## config.mk

```make
export PLATFORM = sky130hd
export DESIGN_NAME = wb_daq_channel_scheduler
export DESIGN_NICKNAME = d
export VERILOG_FILES = /design/src/rtl/wb_daq_channel_scheduler_pkg.sv /design/src/rtl/wb_daq_rr_arbiter.sv /design/src/rtl/wb_daq_channel_scheduler.sv
export SDC_FILE = /design/constraint.sdc
export NUM_CORES = 1
export LEC_CHECK = 0
export ABC_AREA = 1
export CORE_AREA = 2 2 243 245
export DETAILED_ROUTE_END_ITERATION = 7
export DIE_AREA = 0 0 245 247
export PLACE_DENSITY = 0.62
export SLEW_MARGIN = 25
export SYNTH_ARGS = -nofsm -noshare
export SYNTH_HDL_FRONTEND = slang
export SYNTH_HIERARCHICAL = 1
export SYNTH_SLANG_ARGS = --single-unit
```

## constraint.sdc

```tcl
create_clock -name wb_clk -period 24.4 [get_ports wb_clk]
set_input_delay 2.44 -clock wb_clk [delete_from_list [all_inputs] [get_ports wb_clk]]
set_output_delay 2.44 -clock wb_clk [all_outputs]
set_load 0.02 [all_outputs]
```

## src/rtl/wb_daq_channel_scheduler_pkg.sv

```systemverilog
`default_nettype none
// ============================================================================
// Module  : wb_daq_channel_scheduler_pkg
// Purpose : Shared constants, FSM state type and helpers for the DAQ channel
//           Wishbone DMA scheduler.
// Ports   : none (package)
// Revision: 1.0 - initial release
// ============================================================================
package wb_daq_channel_scheduler_pkg;

  localparam int DW  = 32;
  localparam int NCH = 4;
  localparam int CH_IDX_W = 2;

  localparam logic [DW-1:0] WORD_STRIDE = 32'd4;

  // Control register fields
  localparam int CTRL_EN_BIT  = 0;
  localparam int CTRL_IRQ_BIT = 1;
  localparam int CTRL_LEN_LSB = 16;

  // Status register fields
  localparam int STAT_DONE_BIT = 0;
  localparam int STAT_ERR_BIT  = 1;
  localparam int STAT_BUSY_BIT = 2;
  localparam int STAT_CNT_LSB  = 16;

  typedef enum logic [1:0] {
    ST_IDLE   = 2'd0,
    ST_ARB    = 2'd1,
    ST_WRITE  = 2'd2,
    ST_UPDATE = 2'd3
  } sched_state_t;

  // One-hot grant to channel index; returns 0 for an all-zero input.
  function automatic logic [CH_IDX_W-1:0] onehot_to_idx(input logic [NCH-1:0] oh);
    logic [CH_IDX_W-1:0] idx;
    idx = '0;
    for (int i = 0; i < NCH; i++) begin
      if (oh[i]) idx = idx | CH_IDX_W'(i);
    end
    return idx;
  endfunction

endpackage
`default_nettype wire

```

## src/rtl/wb_daq_rr_arbiter.sv

```systemverilog
`default_nettype none
// ============================================================================
// Module  : wb_daq_rr_arbiter
// Purpose : Combinational round-robin arbiter. Grants the first requester
//           strictly after the pointer, wrapping NCH-1 -> 0.
// Ports   : req_i   NCH  request vector
//           ptr_i   2    last-served channel
//           gnt_o   NCH  one-hot grant
//           valid_o 1    any grant issued
// Revision: 1.0 - initial release
// ============================================================================
module wb_daq_rr_arbiter
  import wb_daq_channel_scheduler_pkg::*;
(
  input  logic [NCH-1:0]      req_i,
  input  logic [CH_IDX_W-1:0] ptr_i,
  output logic [NCH-1:0]      gnt_o,
  output logic                valid_o
);

  logic [CH_IDX_W-1:0] w_idx;

  always_comb begin
    gnt_o   = '0;
    valid_o = 1'b0;
    w_idx   = '0;
    // Offsets 1..NCH so the pointer channel itself is considered last.
    for (int i = 1; i <= NCH; i++) begin
      w_idx = ptr_i + CH_IDX_W'(i);
      if (!valid_o && req_i[w_idx]) begin
        gnt_o[w_idx] = 1'b1;
        valid_o      = 1'b1;
      end
    end
  end

endmodule
`default_nettype wire

```

## src/rtl/wb_daq_channel_scheduler.sv

```systemverilog
`default_nettype none
// ============================================================================
// Module  : wb_daq_channel_scheduler
// Purpose : Wishbone-master DMA scheduler for 4 DAQ channels. Grants channels
//           round-robin, writes each sample to the channel's running address,
//           tracks per-channel count/done/error and raises an interrupt.
// Ports   : wb_clk/wb_rst          clock, async active-high reset
//           daq_control_reg        [0] global enable
//           chN_address_reg        start byte address per channel
//           chN_control_reg        [0] en, [1] irq_en, [31:16] length (0=cont.)
//           ch_req/ch_data/ch_ack  per-channel sample handshake
//           chN_status_reg         [31:16] count, [2] busy, [1] err, [0] done
//           wbm_*                  Wishbone master write port
//           interrupt              registered OR of (done|err)&irq_en
// Revision: 1.0 - initial release
// ============================================================================
module wb_daq_channel_scheduler
  import wb_daq_channel_scheduler_pkg::*;
(
  input  logic              wb_clk,
  input  logic              wb_rst,
  input  logic [DW-1:0]     daq_control_reg,
  input  logic [DW-1:0]     ch0_address_reg,
  input  logic [DW-1:0]     ch1_address_reg,
  input  logic [DW-1:0]     ch2_address_reg,
  input  logic [DW-1:0]     ch3_address_reg,
  input  logic [DW-1:0]     ch0_control_reg,
  input  logic [DW-1:0]     ch1_control_reg,
  input  logic [DW-1:0]     ch2_control_reg,
  input  logic [DW-1:0]     ch3_control_reg,
  input  logic [NCH-1:0]    ch_req,
  input  logic [NCH*DW-1:0] ch_data,
  output logic [NCH-1:0]    ch_ack,
  output logic [DW-1:0]     ch0_status_reg,
  output logic [DW-1:0]     ch1_status_reg,
  output logic [DW-1:0]     ch2_status_reg,
  output logic [DW-1:0]     ch3_status_reg,
  output logic [DW-1:0]     wbm_adr_o,
  output logic [DW-1:0]     wbm_dat_o,
  output logic [3:0]        wbm_sel_o,
  output logic              wbm_we_o,
  output logic              wbm_cyc_o,
  output logic              wbm_stb_o,
  input  logic              wbm_ack_i,
  input  logic              wbm_err_i,
  output logic              interrupt
);

  logic [DW-1:0] w_addr_reg [NCH];
  logic [DW-1:0] w_ctl_reg  [NCH];
  logic [DW-1:0] w_status   [NCH];

  assign w_addr_reg[0] = ch0_address_reg;
  assign w_addr_reg[1] = ch1_address_reg;
  assign w_addr_reg[2] = ch2_address_reg;
  assign w_addr_reg[3] = ch3_address_reg;
  assign w_ctl_reg[0]  = ch0_control_reg;
  assign w_ctl_reg[1]  = ch1_control_reg;
  assign w_ctl_reg[2]  = ch2_control_reg;
  assign w_ctl_reg[3]  = ch3_control_reg;

  sched_state_t        state_q, state_d;
  logic [CH_IDX_W-1:0] gnt_q, gnt_d, rr_q, rr_d;
  logic [DW-1:0]       adr_q, adr_d, dat_q, dat_d;
  logic [NCH-1:0]      en_q, en_d, active_q, active_d, done_q, done_d, err_q, err_d;
  logic [DW-1:0]       cur_addr_q [NCH];
  logic [DW-1:0]       cur_addr_d [NCH];
  logic [15:0]         count_q [NCH];
  logic [15:0]         count_d [NCH];
  logic                irq_q;

  logic [NCH-1:0]      w_elig, w_arb_gnt, w_irq_en, w_busy;
  logic                w_arb_valid;
  logic [CH_IDX_W-1:0] w_arb_idx;
  logic                w_upd_fire, w_err_fire;

  always_comb begin
    for (int n = 0; n < NCH; n++) begin
      w_elig[n]   = daq_control_reg[CTRL_EN_BIT] & active_q[n] & ch_req[n] & ~done_q[n] & ~err_q[n];
      w_irq_en[n] = w_ctl_reg[n][CTRL_IRQ_BIT];
    end
  end

  wb_daq_rr_arbiter u_arb (
    .req_i   (w_elig),
    .ptr_i   (rr_q),
    .gnt_o   (w_arb_gnt),
    .valid_o (w_arb_valid)
  );

  assign w_arb_idx  = onehot_to_idx(w_arb_gnt);
  assign w_upd_fire = (state_q == ST_UPDATE);
  assign w_err_fire = (state_q == ST_WRITE) && wbm_err_i;

  // Scheduler FSM: next state, latched transfer and ch_ack pulse.
  always_comb begin
    state_d = state_q;
    gnt_d   = gnt_q;
    rr_d    = rr_q;
    adr_d   = adr_q;
    dat_d   = dat_q;
    ch_ack  = '0;
    case (state_q)
      ST_IDLE: begin
        if (|w_elig) state_d = ST_ARB;
      end
      ST_ARB: begin
        if (w_arb_valid) begin
          gnt_d   = w_arb_idx;
          adr_d   = cur_addr_q[w_arb_idx];
          dat_d   = ch_data[{w_arb_idx, 5'b0} +: DW];
          state_d = ST_WRITE;
        end else begin
          state_d = ST_IDLE;
        end
      end
      ST_WRITE: begin
        // Error takes priority over a simultaneous ack; the sample is dropped.
        if (wbm_err_i) begin
          ch_ack[gnt_q] = 1'b1;
          state_d       = ST_IDLE;
        end else if (wbm_ack_i) begin
          state_d = ST_UPDATE;
        end
      end
      ST_UPDATE: begin
        ch_ack[gnt_q] = 1'b1;
        rr_d          = gnt_q;
        state_d       = (|w_elig) ? ST_ARB : ST_IDLE;
      end
      default: state_d = ST_IDLE;
    endcase
  end

  // Per-channel address/count/flag next state.
  always_comb begin
    for (int n = 0; n < NCH; n++) begin
      en_d[n]       = w_ctl_reg[n][CTRL_EN_BIT];
      active_d[n]   = active_q[n];
      done_d[n]     = done_q[n];
      err_d[n]      = err_q[n];
      cur_addr_d[n] = cur_addr_q[n];
      count_d[n]    = count_q[n];
      if (w_upd_fire && (gnt_q == CH_IDX_W'(n))) begin
        cur_addr_d[n] = cur_addr_q[n] + WORD_STRIDE;
        count_d[n]    = count_q[n] + 16'd1;
        if ((w_ctl_reg[n][DW-1:CTRL_LEN_LSB] != 16'd0) &&
            (count_q[n] + 16'd1 == w_ctl_reg[n][DW-1:CTRL_LEN_LSB]))
          done_d[n] = 1'b1;
      end
      if (w_err_fire && (gnt_q == CH_IDX_W'(n))) err_d[n] = 1'b1;
      // Enable low deactivates and clears flags; the count is kept for readback.
      if (!w_ctl_reg[n][CTRL_EN_BIT]) begin
        active_d[n] = 1'b0;
        done_d[n]   = 1'b0;
        err_d[n]    = 1'b0;
      end else if (!en_q[n] && !active_q[n]) begin
        active_d[n]   = 1'b1;
        done_d[n]     = 1'b0;
        err_d[n]      = 1'b0;
        cur_addr_d[n] = w_addr_reg[n];
        count_d[n]    = 16'd0;
      end
    end
  end

  always_ff @(posedge wb_clk or posedge wb_rst) begin
    if (wb_rst) begin
      state_q  <= ST_IDLE;
      gnt_q    <= '0;
      rr_q     <= CH_IDX_W'(NCH - 1);
      adr_q    <= '0;
      dat_q    <= '0;
      en_q     <= '0;
      active_q <= '0;
      done_q   <= '0;
      err_q    <= '0;
      irq_q    <= 1'b0;
      for (int n = 0; n < NCH; n++) begin
        cur_addr_q[n] <= '0;
        count_q[n]    <= '0;
      end
    end else begin
      state_q  <= state_d;
      gnt_q    <= gnt_d;
      rr_q     <= rr_d;
      adr_q    <= adr_d;
      dat_q    <= dat_d;
      en_q     <= en_d;
      active_q <= active_d;
      done_q   <= done_d;
      err_q    <= err_d;
      irq_q    <= |((done_q | err_q) & w_irq_en);
      for (int n = 0; n < NCH; n++) begin
        cur_addr_q[n] <= cur_addr_d[n];
        count_q[n]    <= count_d[n];
      end
    end
  end

  // Busy covers the arbitration cycle (live grant) and the latched grant after.
  always_comb begin
    for (int n = 0; n < NCH; n++) begin
      w_busy[n] = ((state_q == ST_ARB) && w_arb_valid && w_arb_gnt[n]) ||
                  (((state_q == ST_WRITE) || (state_q == ST_UPDATE)) && (gnt_q == CH_IDX_W'(n)));
      w_status[n] = {count_q[n], 13'd0, w_busy[n], err_q[n], done_q[n]};
    end
  end

  assign ch0_status_reg = w_status[0];
  assign ch1_status_reg = w_status[1];
  assign ch2_status_reg = w_status[2];
  assign ch3_status_reg = w_status[3];

  // Strobes decode straight from the state register so reset drops them at once.
  assign wbm_cyc_o = (state_q == ST_WRITE);
  assign wbm_stb_o = wbm_cyc_o;
  assign wbm_we_o  = wbm_cyc_o;
  assign wbm_sel_o = wbm_cyc_o ? 4'hF : 4'h0;
  assign wbm_adr_o = adr_q;
  assign wbm_dat_o = dat_q;
  assign interrupt = irq_q;

  logic unused_bits;
  assign unused_bits = ^{daq_control_reg[DW-1:1],
                         ch0_control_reg[15:2], ch1_control_reg[15:2],
                         ch2_control_reg[15:2], ch3_control_reg[15:2]};

endmodule
`default_nettype wire
```

## After elaboration in Yosys (flattened, before gate mapping)

Cells that the tools add are included.

- Output and inout bits: 204
- Input port bits: 424
- Bits in registers: 279
- Word-level logic and storage cells: 273

- Equality and inequality tests: 28
- Reductions and logical operators: 64
- Add/subtract/negate cells: 11
- $lt $le $gt $ge: 11
- Mux-type cells: 101
- Bitwise gates (word level): 30
- Shift operators: 1

Operators with widths:

| kind | number |
|---|---|
| 32-bit 2-to-1 mux | 14 |
| 16-bit 2-to-1 mux | 12 |
| 32-bit by 3-bit adder with 32-bit output (second input constant) | 4 |
| 128-bit by 8-bit indexed part select with 32-bit output | 1 |
| 16-bit by 1-bit adder with 16-bit output (second input constant) | 4 |
| 32-bit binary-select mux with 2-bit select | 1 |
| 16-bit == test | 4 |
| 16-bit nonzero test | 4 |
| 1-bit 2-to-1 mux | 51 |
| 3-bit by 1-bit != test with 1-bit output (second input constant) | 13 |
| 1-bit logical AND | 34 |
| 4-bit 2-to-1 mux | 6 |
| 1-bit AND | 16 |
| 4-bit OR | 4 |
| 2-bit by 3-bit less-than comparator with 1-bit output (second input constant) | 5 |
| 2-bit 2-to-1 mux | 6 |
| 2-bit AND reduction | 6 |
| 1-bit zero test | 11 |
| 1-bit demux with 2-bit select | 5 |
| 2-bit by 1-bit greater-or-equal comparator with 1-bit output (second input constant) | 5 |
| 1-bit binary-select mux with 2-bit select | 4 |
| 2-bit == test (second input constant) | 4 |
| 2-bit by 1-bit != test with 1-bit output (second input constant) | 4 |
| 1-bit NOT | 8 |
| 12 further kinds | 20 |

## Logic depth before layout (Yosys ltp)

- Depth in word-level cells: 23
- Depth in mapped cells: 19
- Gate-level depth less buffers: 16

## Modules after synthesis

Netlist, hierarchy kept.

By module, submodules not included:

| module | times used | sequential area each (um^2) | area an instance (um^2) | cells an instance |
|---|---|---|---|---|
| wb_daq_channel_scheduler | 1 | 6984.2 | 18457.7 | 2746 |
| wb_daq_rr_arbiter | 1 | 0.0 | 451.7 | 80 |

## Least setup slack after synthesis

No wires, ideal clock.

- Path type: input to output
- Start: input port ch_req[0]
- End: output port ch1_status_reg[2]
- Arrival: 4.285 ns
- Buffers on the path: 2
- Required time: 21.960 ns
- Setup slack: 17.675 ns
- Stages: 14
- Path through: nand3_1 nor2_1 nand2_1 nand3_4 nand2_4 nand2_2 nor2_4 nand2_1 nand3_1 clkinv_1 clkbuf_1 clkbuf_1 nand2_1 o21ai_0

- Word-level cells in the longest chain between the ends: 18
- Elaborated cells on any way between the ends: 31
- Those cells by class: 16 x mux; 6 x bitwise; 9 x reduce/logical

Ends and longest elaborated chain:

| item | line | source |
|---|---|---|
| start, declared | wb_daq_channel_scheduler.sv:31 | `input logic [NCH-1:0] ch_req,` |
| 1-bit AND * (3 in series) | wb_daq_channel_scheduler.sv:79 | `w_elig[n] = daq_control_reg[CTRL_EN_BIT] & active_q[n] & ch_req[n] & ~done_q[n] & ~err_q[n];` |
| net w_elig[0] | wb_daq_channel_scheduler.sv:72 | `logic [NCH-1:0] w_elig, w_arb_gnt, w_irq_en, w_busy;` |
| 1-bit binary-select mux with 2-bit select | wb_daq_rr_arbiter.sv:30 | `if (!valid_o && req_i[w_idx]) begin` |
| 1-bit 2-to-1 mux (implied by the code) | wb_daq_rr_arbiter.sv:30 |  |
| 1-bit 2-to-1 mux | wb_daq_rr_arbiter.sv:30 |  |
| 1-bit zero test | wb_daq_rr_arbiter.sv:30 |  |
| 1-bit logical AND | wb_daq_rr_arbiter.sv:30 |  |
| 1-bit 2-to-1 mux | wb_daq_rr_arbiter.sv:30 |  |
| 1-bit zero test | wb_daq_rr_arbiter.sv:30 |  |
| 1-bit logical AND | wb_daq_rr_arbiter.sv:30 |  |
| 1-bit 2-to-1 mux | wb_daq_rr_arbiter.sv:30 |  |
| 1-bit zero test | wb_daq_rr_arbiter.sv:30 |  |
| 1-bit logical AND | wb_daq_rr_arbiter.sv:30 |  |
| 1-bit 2-to-1 mux * | wb_daq_rr_arbiter.sv:30 |  |
| net w_arb_valid | wb_daq_channel_scheduler.sv:73 | `logic w_arb_valid;` |
| 1-bit logical AND * (2 in series) | wb_daq_channel_scheduler.sv:204 | `w_busy[n] = ((state_q == ST_ARB) && w_arb_valid && w_arb_gnt[n]) \|\|` |
| 1-bit logical OR * | wb_daq_channel_scheduler.sv:204 |  |
| end, declared | wb_daq_channel_scheduler.sv:35 | `output logic [DW-1:0] ch1_status_reg,` |

The timed path passes the listed nets; every way through them passes the cells marked *. The select of a mux whose other input is x is not followed.

## Final worst setup path

- Start: input port daq_control_reg[0]
- End: output port ch0_status_reg[2]

- Word-level cells in the longest chain between the ends: 19
- Elaborated cells on any way between the ends: 44
- Those cells by class: 16 x mux; 19 x bitwise; 9 x reduce/logical

Ends and longest elaborated chain:

| item | line | source |
|---|---|---|
| start, declared | wb_daq_channel_scheduler.sv:22 | `input logic [DW-1:0] daq_control_reg,` |
| 1-bit AND * (4 in series) | wb_daq_channel_scheduler.sv:79 |  |
| net w_elig[3] | wb_daq_channel_scheduler.sv:72 |  |
| 1-bit binary-select mux with 2-bit select | wb_daq_rr_arbiter.sv:30 |  |
| 1-bit 2-to-1 mux (implied by the code) | wb_daq_rr_arbiter.sv:30 |  |
| 1-bit 2-to-1 mux | wb_daq_rr_arbiter.sv:30 |  |
| 1-bit zero test | wb_daq_rr_arbiter.sv:30 |  |
| 1-bit logical AND | wb_daq_rr_arbiter.sv:30 |  |
| 1-bit 2-to-1 mux | wb_daq_rr_arbiter.sv:30 |  |
| 1-bit zero test | wb_daq_rr_arbiter.sv:30 |  |
| 1-bit logical AND | wb_daq_rr_arbiter.sv:30 |  |
| 1-bit 2-to-1 mux | wb_daq_rr_arbiter.sv:30 |  |
| 1-bit zero test | wb_daq_rr_arbiter.sv:30 |  |
| 1-bit logical AND | wb_daq_rr_arbiter.sv:30 |  |
| 1-bit 2-to-1 mux * | wb_daq_rr_arbiter.sv:30 |  |
| net w_arb_valid | wb_daq_channel_scheduler.sv:73 |  |
| 1-bit logical AND * (2 in series) | wb_daq_channel_scheduler.sv:204 |  |
| 1-bit logical OR * | wb_daq_channel_scheduler.sv:204 |  |
| end, declared | wb_daq_channel_scheduler.sv:34 | `output logic [DW-1:0] ch0_status_reg,` |

Marked as above.

==> flow_summary.ini <==
[floorplanning]
dieArea_um2 = 60500
die_h_um = 247
fp.coreArea_um2 = 58200
start_util_pct = 32.5
top_level_ports = 628
rows = 89
chipWidth_um = 245

[synthesis]
ys_top_cells_by_area = dfrtp_1 37%, nand2_1 13%, nor2_1 9.3%, o21ai_0 6.6%, inv_1 6.0%
synth_top_area_cell = dfrtp_1
async_flop_share_pct = 100
avgSynthCellArea_um2 = 6.69
yosys_register_bits = 279
yosysUniqueCellTypes = 43
synth_cells = 2826
ys_warn_count = 6
synth_top_area_share_pct = 36.7
syn_area_um2 = 18900
synthFlopType = dfrtp_1
synth_seq_area_share_pct = 36.9
synth_edf_count = 0

[global_route]
grt_max_degree = 107
grt_overflow = 0
grt_pass1_wl_mm = 110
grtUsageTotal_pct = 23.6
antenna_found_initial = 8
grt_pass1_vias = 18528

[detailed_routing]
viasPerCell = 4.85
drtIter0Drc = 1287
vias = 19706
drt_wl_total_mm = 73.6
detail-route-antenna-nets = 0
dr.pass1.iters = 7
post_drt_wl_per_cell_um = 18.1
drcViolationCount = 0

[place]
place_congestion = 0.915
dpl_cell_area_um2 = 24300
portBuffers = 488
dp_hpwl_mm = 56.0

[clock_tree]
clk_path_buf_depth = 3
path_clk_slew_ns = 0.06
cts.root.buffer_cell = clkbuf_16
cts_tree = yes
cts_sinks = 279
cts_buffers = 38
clkLatencyLatePin_ns = 0.57
post_cts_resized = 0
ctsHoldBuffers = 0
htree_levels = 2
cts_post_setup_buffers_inserted = 0

[min_path]
hold_path_class = register to register

[power_and_ir_drop]
share_comb_of_total_power_pct = 48.3
swShare_pct = 45.3
intPower_uw = 1380
power_leakage_uw = 0.0114
power_frac_seq_pct = 29.2
ir_drop_mv = 0.118
p_per_area_nw_per_um2 = 98.7
p_sw_uw = 1140
pwr-share-clk_pct = 22.5

[timing]
relSlewSlack_pct = 40.3
fmax_mhz = 123
hold_viol = 0
worst_pin_slew_ns = 0.893
drv_slew = 0
period_needed_ns = 8.11
setup-tns-final_ns = 0
timing.hold.ws_ns = 0.467
finalSetupViolCount = 0
skew_ns = 0.0344
rsz0062_at_grt = no
period_share_pct = 33.2

[finish]
largest-register = cur_addr_q
layout_common_cells = 648 x nand2_1, 488 x clkdlybuf4s50_1, 460 x nor2_1
fin_area_um2 = 25600
final_common_cell = nand2_1
area.growth.synth_to_final_pct = 35.2
largest_reg_flops = 128
fin_nets = 3702
final_layout_size_suffix_gt1_share_pct = 4.26

[worst_setup_path]
crit_required_ns = 21.96
start_kind = input pin
crit_fanout = 59
path_class = input pin to output pin
cp.arrival_ns = 5.67
crit_path_end_kind = output pin

[outcome]
outcome = completed

[flow_run]
cap_violations = 0
-- layout make-up --
class	instances	area (µm²)
multi-input cells	2120	10100
clock buffers	53	1090
repair buffers	507	5030
diodes	7	17.5
well taps	773	967
clock inverters	11	153
flip-flops and latches	279	6980
inverters	316	1200
fillers	6062	32700
-- metrics by stage --
| step | setup slack [ns] | util (%) | cells | total power (µW) |
|---|---|---|---|---|
| after floorplan | 14.27 | - | 2877 | 1450 |
| after global placement | 16.25 | 41.8 | 3995 | 1960 |
| after detailed placement | 16.26 | 41.8 | 3995 | 1970 |
| after CTS | 16.24 | 43.9 | 4059 | 2550 |
| after global routing | 15.98 | 43.9 | 4066 | 2710 |
| final | 16.29 | 43.9 | 4066 | 2530 |
-- per-layer routing --
| layer | vias up | GRT usage (%) | routed length, µm |
|---|---|---|---|
| met5 | - | 0 | 13 |
| met4 | 2 | 7.41 | 1990 |
| met3 | 98 | 5.09 | 4910 |
| met2 | 595 | 39.9 | 35200 |
| met1 | 9111 | 30.1 | 31500 |
| li1 | 9900 | - | - |
-- cells in the mapped netlist, drive strengths merged, types with 2 or more instances --
| cell type | instances |
|---|---|
| nand2 | 659 |
| nor2 | 485 |
| inv | 313 |
| dfrtp | 277 |
| o21ai | 269 |
| nand3 | 191 |
| a21oi | 144 |
| clkbuf | 87 |
| xor2 | 83 |
| a31oi | 75 |
| buf | 75 |
| nand4 | 42 |
| nor3 | 31 |
| ha | 16 |
| o211ai | 16 |
| xnor2 | 16 |
| o21bai | 11 |
| nand3b | 9 |
| nor4 | 7 |
| or2 | 4 |
| clkinv | 3 |
| o21a | 3 |
| dfstp | 2 |
| xnor3 | 2 |
-- critical path, stage by stage --
cell	delay [ns]
clkdlybuf4s50_1	0.56
nand3_1	0.09
nor2_1	0.29
nand2_1	0.12
nand2_1	0.10
o21a_1	0.24
inv_1	0.06
nand2_1	0.07
nand3_1	0.22
inv_4	0.53
a32o_1	0.29
clkdlybuf4s50_1	0.65
-- cell families (layout without fill, tap and decap cells) --
logic type,after synthesis,in the layout,synth area share [%]
simple gates,1429,1429,31.7
compound gates,522,522,14.8
buf+inv,478,887,10.7
flops,279,279,36.9
xor+xnor,101,101,4.82
fa+ha+maj,16,16,1.06
other cells,1,59,0.0198
-- power groups by stage --
| stage | registers, µW | clock network, µW | logic [µW] |
|---|---|---|---|
| after global placement | 740 | 0 | 1220 |
| after global routing | 755 | 604 | 1350 |
| after detailed placement | 741 | 0 | 1230 |
| after floorplan | 792 | 0 | 661 |
| after CTS | 735 | 584 | 1230 |
| final | 737 | 568 | 1220 |
-- path summary, 6_finish.rpt --
kind,from,to,slack [ns],depth (start not counted)
min in group asynchronous,wb_rst,ch3_status_reg[26],2.37,2
worst min-delay path,cur_addr_q[0],cur_addr_q[0],0.47,2
worst max register to register,rr_q[0],wbm_adr_o[28],20.13,16
worst max-delay path,daq_control_reg[0],ch0_status_reg[2],16.29,12
worst min register to register,cur_addr_q[0],cur_addr_q[0],0.47,2
max in group asynchronous,wb_rst,wbm_dat_o[0],19.13,5
Note: power is estimated with default switching activity, not from simulation.
==> RTL edit 1, RTL diff (config.mk and constraints unchanged) <==
Encoding of `sched_state_t`: now Gray code (2 bits for 4 states).
--- a/src/rtl/wb_daq_channel_scheduler_pkg.sv
+++ b/src/rtl/wb_daq_channel_scheduler_pkg.sv
@@ -27,8 +27,8 @@
 
   typedef enum logic [1:0] {
-    ST_IDLE   = 2'd0,
-    ST_ARB    = 2'd1,
-    ST_WRITE  = 2'd2,
-    ST_UPDATE = 2'd3
+    ST_IDLE   = 2'b00,
+    ST_ARB    = 2'b01,
+    ST_WRITE  = 2'b11,
+    ST_UPDATE = 2'b10
   } sched_state_t;
 
Function: same outputs for any inputs over 4 cycles, from zero or initial values and one cycle with wb_rst high; so few cycles prove little.
==> RTL edit 1 against the original RTL <==
Design area grew 0.71%. Setup slack lost 0.74 ns. Sequential cell count is the same. Synthesized area grew 1.1%. Power grew 14%. Hold slack gained 0.030 ns. Wire length grew 3.7%. Clock power shrank 2%. Clock skew shrank 0.0095 ns. Core utilization grew 0.31 points. First-iteration DRC count grew 1.4%. Critical path type unchanged. Critical endpoint is now ch2_status_reg[2]. Largest cell class unchanged. Largest power group unchanged.
==> RTL edit 1: results (changes against the original RTL) <==
metric,value,unit,change
DP Wirelength,58600,µm,+4.6%
worst reg2reg startpoint,rr_q[0],,
met1 usage,31.0,%,+0.92 points
reported leakage power,11.5,nW,+1.1%
asr flop ratio synth,100,%,unchanged
hold path start,cur_addr_q[65],,
DR iter-0 viols,1305,,+1.4%
initial antenna violation count,6,,-2
first-pass iteration count of the detailed router,5,,-2
Placement Cell Area,24500,µm²,+0.91%
largest net degree at the start of global routing,154,,+44%
sequential share of the synthesized area,36.5,%,-0.40 points
Setup Skew,0.0249,ns,-0.00952 ns
most common flop cell mapped by yosys,dfrtp_1,,
hold path depth,2,,unchanged
first-pass GRT wire length,113000,µm,+2.9%
# nets final,3720,,+0.49%
hold endpoint,cur_addr_q[65],,
root buffer cell,clkbuf_16,,
post-CTS sizing,0,,unchanged
WL per Instance,18.7,µm,+3.4%
Clock transition at path regs,0.05,ns,
Worst VDD drop,0.0000859,V,-27%
core area,58200,µm²,unchanged
GRT Util Overall,24.6,%,+0.92 points
crit path max fanout,79,,+34%
reg2reg path depth,17,,+1
clock buffer depth,3,,unchanged
layout cells sized above 1,4.96,%,+0.70 points
r2r setup slk,19.93,ns,-0.20 ns
Top reg by flops,cur_addr_q,,
TritonCTS buffer count,37,,-2.6%
Area contributors post-synth,"dfrtp_1 (36%), nand2_1 (13%), nor2_1 (8.7%)",,
crit path DAT,6.42,ns,+0.75 ns
GPL Wtd Cong,0.918,,+0.27%
Worst Hold Class,flop to flop,,
max_slew headroom,35.7,%,-4.6 points
Post-CTS Setup Repair Bufs,0,,unchanged
drt via density,4.87,,+0.40%
FF-to-FF End,wbm_dat_o[26],,
max reg flops,128,,unchanged
status,finished clean,,
M3 GR Usage,5.85,%,+0.76 points
PortBufs,488,,unchanged
met2 GRT Util,41.2,%,+1.2 points
Yosys cell types,50,,+16%
yosys warns,6,,unchanged
vias in the first global route,18700,,+0.67%
Clock Latency Late Sink,0.55,ns,-0.02 ns
Synth top cells by count,"nand2_1 (671), nor2_1 (441), inv_1 (307)",,
CTS H-tree depth,2,,unchanged
fill count,6058,,-0.066%
RTL edit 1: worst max path at each step:
stage,to,start,cells after the start,slack [ns]
floorplan,active_q[0],wb_rst,1,14.27
global placement,ch2_status_reg[2],daq_control_reg[0],14,15.47
detailed placement,ch2_status_reg[2],daq_control_reg[0],14,15.48
CTS,ch2_status_reg[2],daq_control_reg[0],14,15.46
global route,ch2_status_reg[2],daq_control_reg[0],14,15.09
finish,ch2_status_reg[2],daq_control_reg[0],14,15.54
RTL edit 1: cell families (layout without fill, tap and decap cells):
kind of cell / count (synthesis) / in the layout / share of synthesized area [%]
mux: 1 / 1 / 0.0524
xor+xnor: 103 / 103 / 4.72
buf+inv: 475 / 889 / 10.5
other cells: 1 / 54 / 0.0196
fa+ha+maj: 16 / 16 / 1.05
compound gates: 503 / 503 / 14.1
flops: 279 / 279 / 36.5
simple gates: 1461 / 1461 / 33.1
RTL edit 1: power by group:
part | total (mW) | leakage, nW | switching [mW] | internal [mW]
clock | 0.554 | 0.590 | 0.226 | 0.328
combinational | 1.53 | 7.57 | 1.00 | 0.531
sequential | 0.780 | 3.37 | 0.172 | 0.609
RTL edit 1: routing by layer:
metal,share of wire (%),vias up
li1,-,9957
met1,43,9217
met2,47,569
met3,7.3,103
met4,3.0,2
met5,0.016,-
RTL edit 1: area by class of cell:
| type | instances | area (µm²) | area share [%] |
|---|---|---|---|
| inverters | 319 | 1210 | 4.71 |
| well taps | 773 | 967 | 3.76 |
| diodes | 2 | 5.00 | 0.0194 |
| multi-input cells | 2136 | 10300 | 40.1 |
| repair buffers | 507 | 5040 | 19.6 |
| clock inverters | 9 | 88.8 | 0.345 |
| flip-flops and latches | 279 | 6980 | 27.1 |
| clock buffers | 54 | 1120 | 4.35 |
RTL edit 1: metrics by stage:
step           utilization (%)  hold slack, ns  power (mW)  std cells  setup WS, ns
2_1_floorplan                -           0.437        1.68       2890         14.27
3_3_place_gp              42.1           0.497        2.33       4014         15.47
3_5_place_dp              42.1           0.499        2.34       4014         15.48
4_1_cts                   44.2           0.513        2.90       4077         15.46
5_1_grt                   44.2           0.533        3.09       4078         15.09
6_report                  44.2           0.496        2.87       4079         15.54
RTL edit 1: critical path, stage by stage:
cell             delay (ns)
clkdlybuf4s50_1        0.56
nand3_1                0.09
nor2_1                 0.30
nand2_1                0.12
nand2_1                0.10
o21a_1                 0.23
inv_1                  0.06
nand2_1                0.07
nand3_1                0.22
inv_4                  0.49
buf_4                  0.74
nand2_1                0.09
o21ai_0                0.18
clkdlybuf4s50_1        0.69
==> RTL edit 2, RTL diff (same flow settings) <==
Made on the original files. The package constant `CH_IDX_W` goes from 2 to 3.
--- a/src/rtl/wb_daq_channel_scheduler_pkg.sv
+++ b/src/rtl/wb_daq_channel_scheduler_pkg.sv
@@ -11,5 +11,5 @@
   localparam int DW  = 32;
   localparam int NCH = 4;
-  localparam int CH_IDX_W = 2;
+  localparam int CH_IDX_W = 3;
 
   localparam logic [DW-1:0] WORD_STRIDE = 32'd4;
Behaviour: not the same (Yosys sat finds a counterexample within 4 cycles, from zero or initial values and one cycle with wb_rst high).
==> RTL edit 2 against the original RTL <==
Via count is 2.4% higher. Synthesized area up 1.8%. Power is 0.85% lower. Sequential cell count stayed put. Global-route usage up 0.24 points. Count of clock-buffer cells in the layout decreased by 4. Clock skew fell by 0.016 ns. Die area unchanged. Maximum frequency shrank 9.1%. Sequential power down 1%. Design area rose by 1.6%. Setup slack lost 0.81 ns. Core utilization rose by 0.71 points. Wire length is 1.5% higher.
==> RTL edit 2: results (changes against the original RTL) <==
metric,value,unit,change
hold endpoint,cur_addr_q[97],,
Synth top cells by count,"nand2_1 (681), nor2_1 (484), inv_1 (296)",,
status,finished clean,,
TritonCTS buffer count,37,,-2.6%
Power Density,96.3,nW/µm²,-2.4%
drt via density,4.89,,+0.93%
routed wire length,74700,µm,+1.5%
Yosys cell types,46,,+7.0%
PortBufs,488,,unchanged
initial antenna violation count,4,,-4
Worst VDD drop,0.0000966,V,-18%
vias in the first global route,18400,,-0.57%
FF-to-FF End,wbm_adr_o[0],,
Clock transition at path regs,0.06,ns,about the same
DP Wirelength,57100,µm,+1.9%
GPL Wtd Cong,0.931,,+1.6%
yosys warns,6,,unchanged
Placement Cell Area,24700,µm²,+1.4%
layout cells sized above 1,4.84,%,+0.58 points
first-pass iteration count of the detailed router,7,,unchanged
first-pass GRT wire length,111000,µm,+1.0%
max reg flops,128,,unchanged
reported leakage power,11.7,nW,+2.5%
crit path max fanout,68,,+15%
most common flop cell mapped by yosys,dfrtp_1,,
root buffer cell,clkbuf_16,,
final setup TNS,0,ns,unchanged
clock buffer depth,3,,unchanged
sequential share of the synthesized area,36.3,%,-0.64 points
hold path depth,2,,unchanged
Area contributors post-synth,"dfrtp_1 (36%), nand2_1 (13%), nor2_1 (9.4%)",,
Post-CTS Setup Repair Bufs,0,,unchanged
crit path DAT,6.48,ns,+0.81 ns
Top reg by flops,cur_addr_q,,
GRT Util Overall,23.9,%,+0.24 points
DR iter-0 viols,1342,,+4.3%
worst reg2reg startpoint,rr_q[0],,
Worst Tran Pin Value,0.912,ns,+0.0191 ns
post-CTS sizing,0,,unchanged
r2r setup slk,19.99,ns,-0.14 ns
Setup Skew,0.0184,ns,-0.0159 ns
largest net degree at the start of global routing,103,,-3.7%
hold path start,cur_addr_q[97],,
# nets final,3761,,+1.6%
Worst Hold Class,flop to flop,,
asr flop ratio synth,100,%,unchanged
RTL edit 2: changes by cell type in the layout (fill, tap and decap cells not counted), moves of 8 or more:
cell,before,now
nand3_1,187,179
nor2_1,460,480
nand3b_1,9,21
nand2_1,648,680
o21ai_0,249,241
nand2_2,9,17
RTL edit 2: per-layer routing:
layer | share of wire, % | up-vias | global-route usage [%]
met3 | 7.7 | 91 | 4.51
met4 | 2.6 | 0 | 7.19
met1 | 44 | 9327 | 32.6
met5 | 0 | - | 0
met2 | 46 | 675 | 38.3
li1 | - | 10100 | -
RTL edit 2: how the worst max path moves through the flow:
stage,startpoint,to,slack [ns]
after floorplan,wb_rst,active_q[0],14.27
after global placement,daq_control_reg[0],ch3_status_reg[2],15.49
after detailed placement,daq_control_reg[0],ch3_status_reg[2],15.50
after CTS,daq_control_reg[0],ch3_status_reg[2],15.49
after global routing,daq_control_reg[0],ch3_status_reg[2],15.20
final,daq_control_reg[0],ch3_status_reg[2],15.48
RTL edit 2: worst max-delay path, stage by stage:
cell and delay [ns]:
clkdlybuf4s50_1 0.55, nand3_1 0.09, nor2_1 0.33, nand2_1 0.13, nand3_1 0.11, o21a_1 0.22
inv_1 0.06, nand2_1 0.07, nand3_1 0.22, inv_4 0.56, buf_4 0.67, nand2_1 0.09
o21ai_0 0.22, clkdlybuf4s50_1 0.70
RTL edit 2: metrics by stage:
stage	cells	setup WS (ns)	hold slack, ns
3_3_place_gp	4054	15.49	0.460
4_1_cts	4122	15.49	0.477
3_5_place_dp	4054	15.50	0.462
2_1_floorplan	2935	14.27	0.437
5_1_grt	4125	15.20	0.501
6_report	4126	15.48	0.473
RTL edit 2: final cells by class:
class	instances	area, µm²
inverters	311	1180
well taps	773	967
diodes	4	10.0
fillers	6024	32300
multi-input cells	2183	10500
clock buffers	49	1010
repair buffers	508	5030
flip-flops and latches	279	6980
clock inverters	19	303
RTL edit 2: cells by family after synthesis:
kind of cell / count (synthesis) / share of synthesized area, %
AO/OA/AOI/OAI: 508 / 14.1
buffers and inverters: 473 / 10.4
adder cells (fa/ha/maj): 17 / 1.11
flip-flops: 279 / 36.3
XOR/XNOR: 97 / 4.49
other: 1 / 0.0195
AND/OR/NAND/NOR: 1502 / 33.5
RTL edit 2: where the power goes:
part / internal, mW / leakage [nW] / switching [mW]
Clock: 0.369 / 0.644 / 0.231
Sequential: 0.591 / 3.39 / 0.135
Combinational: 0.427 / 7.66 / 0.750
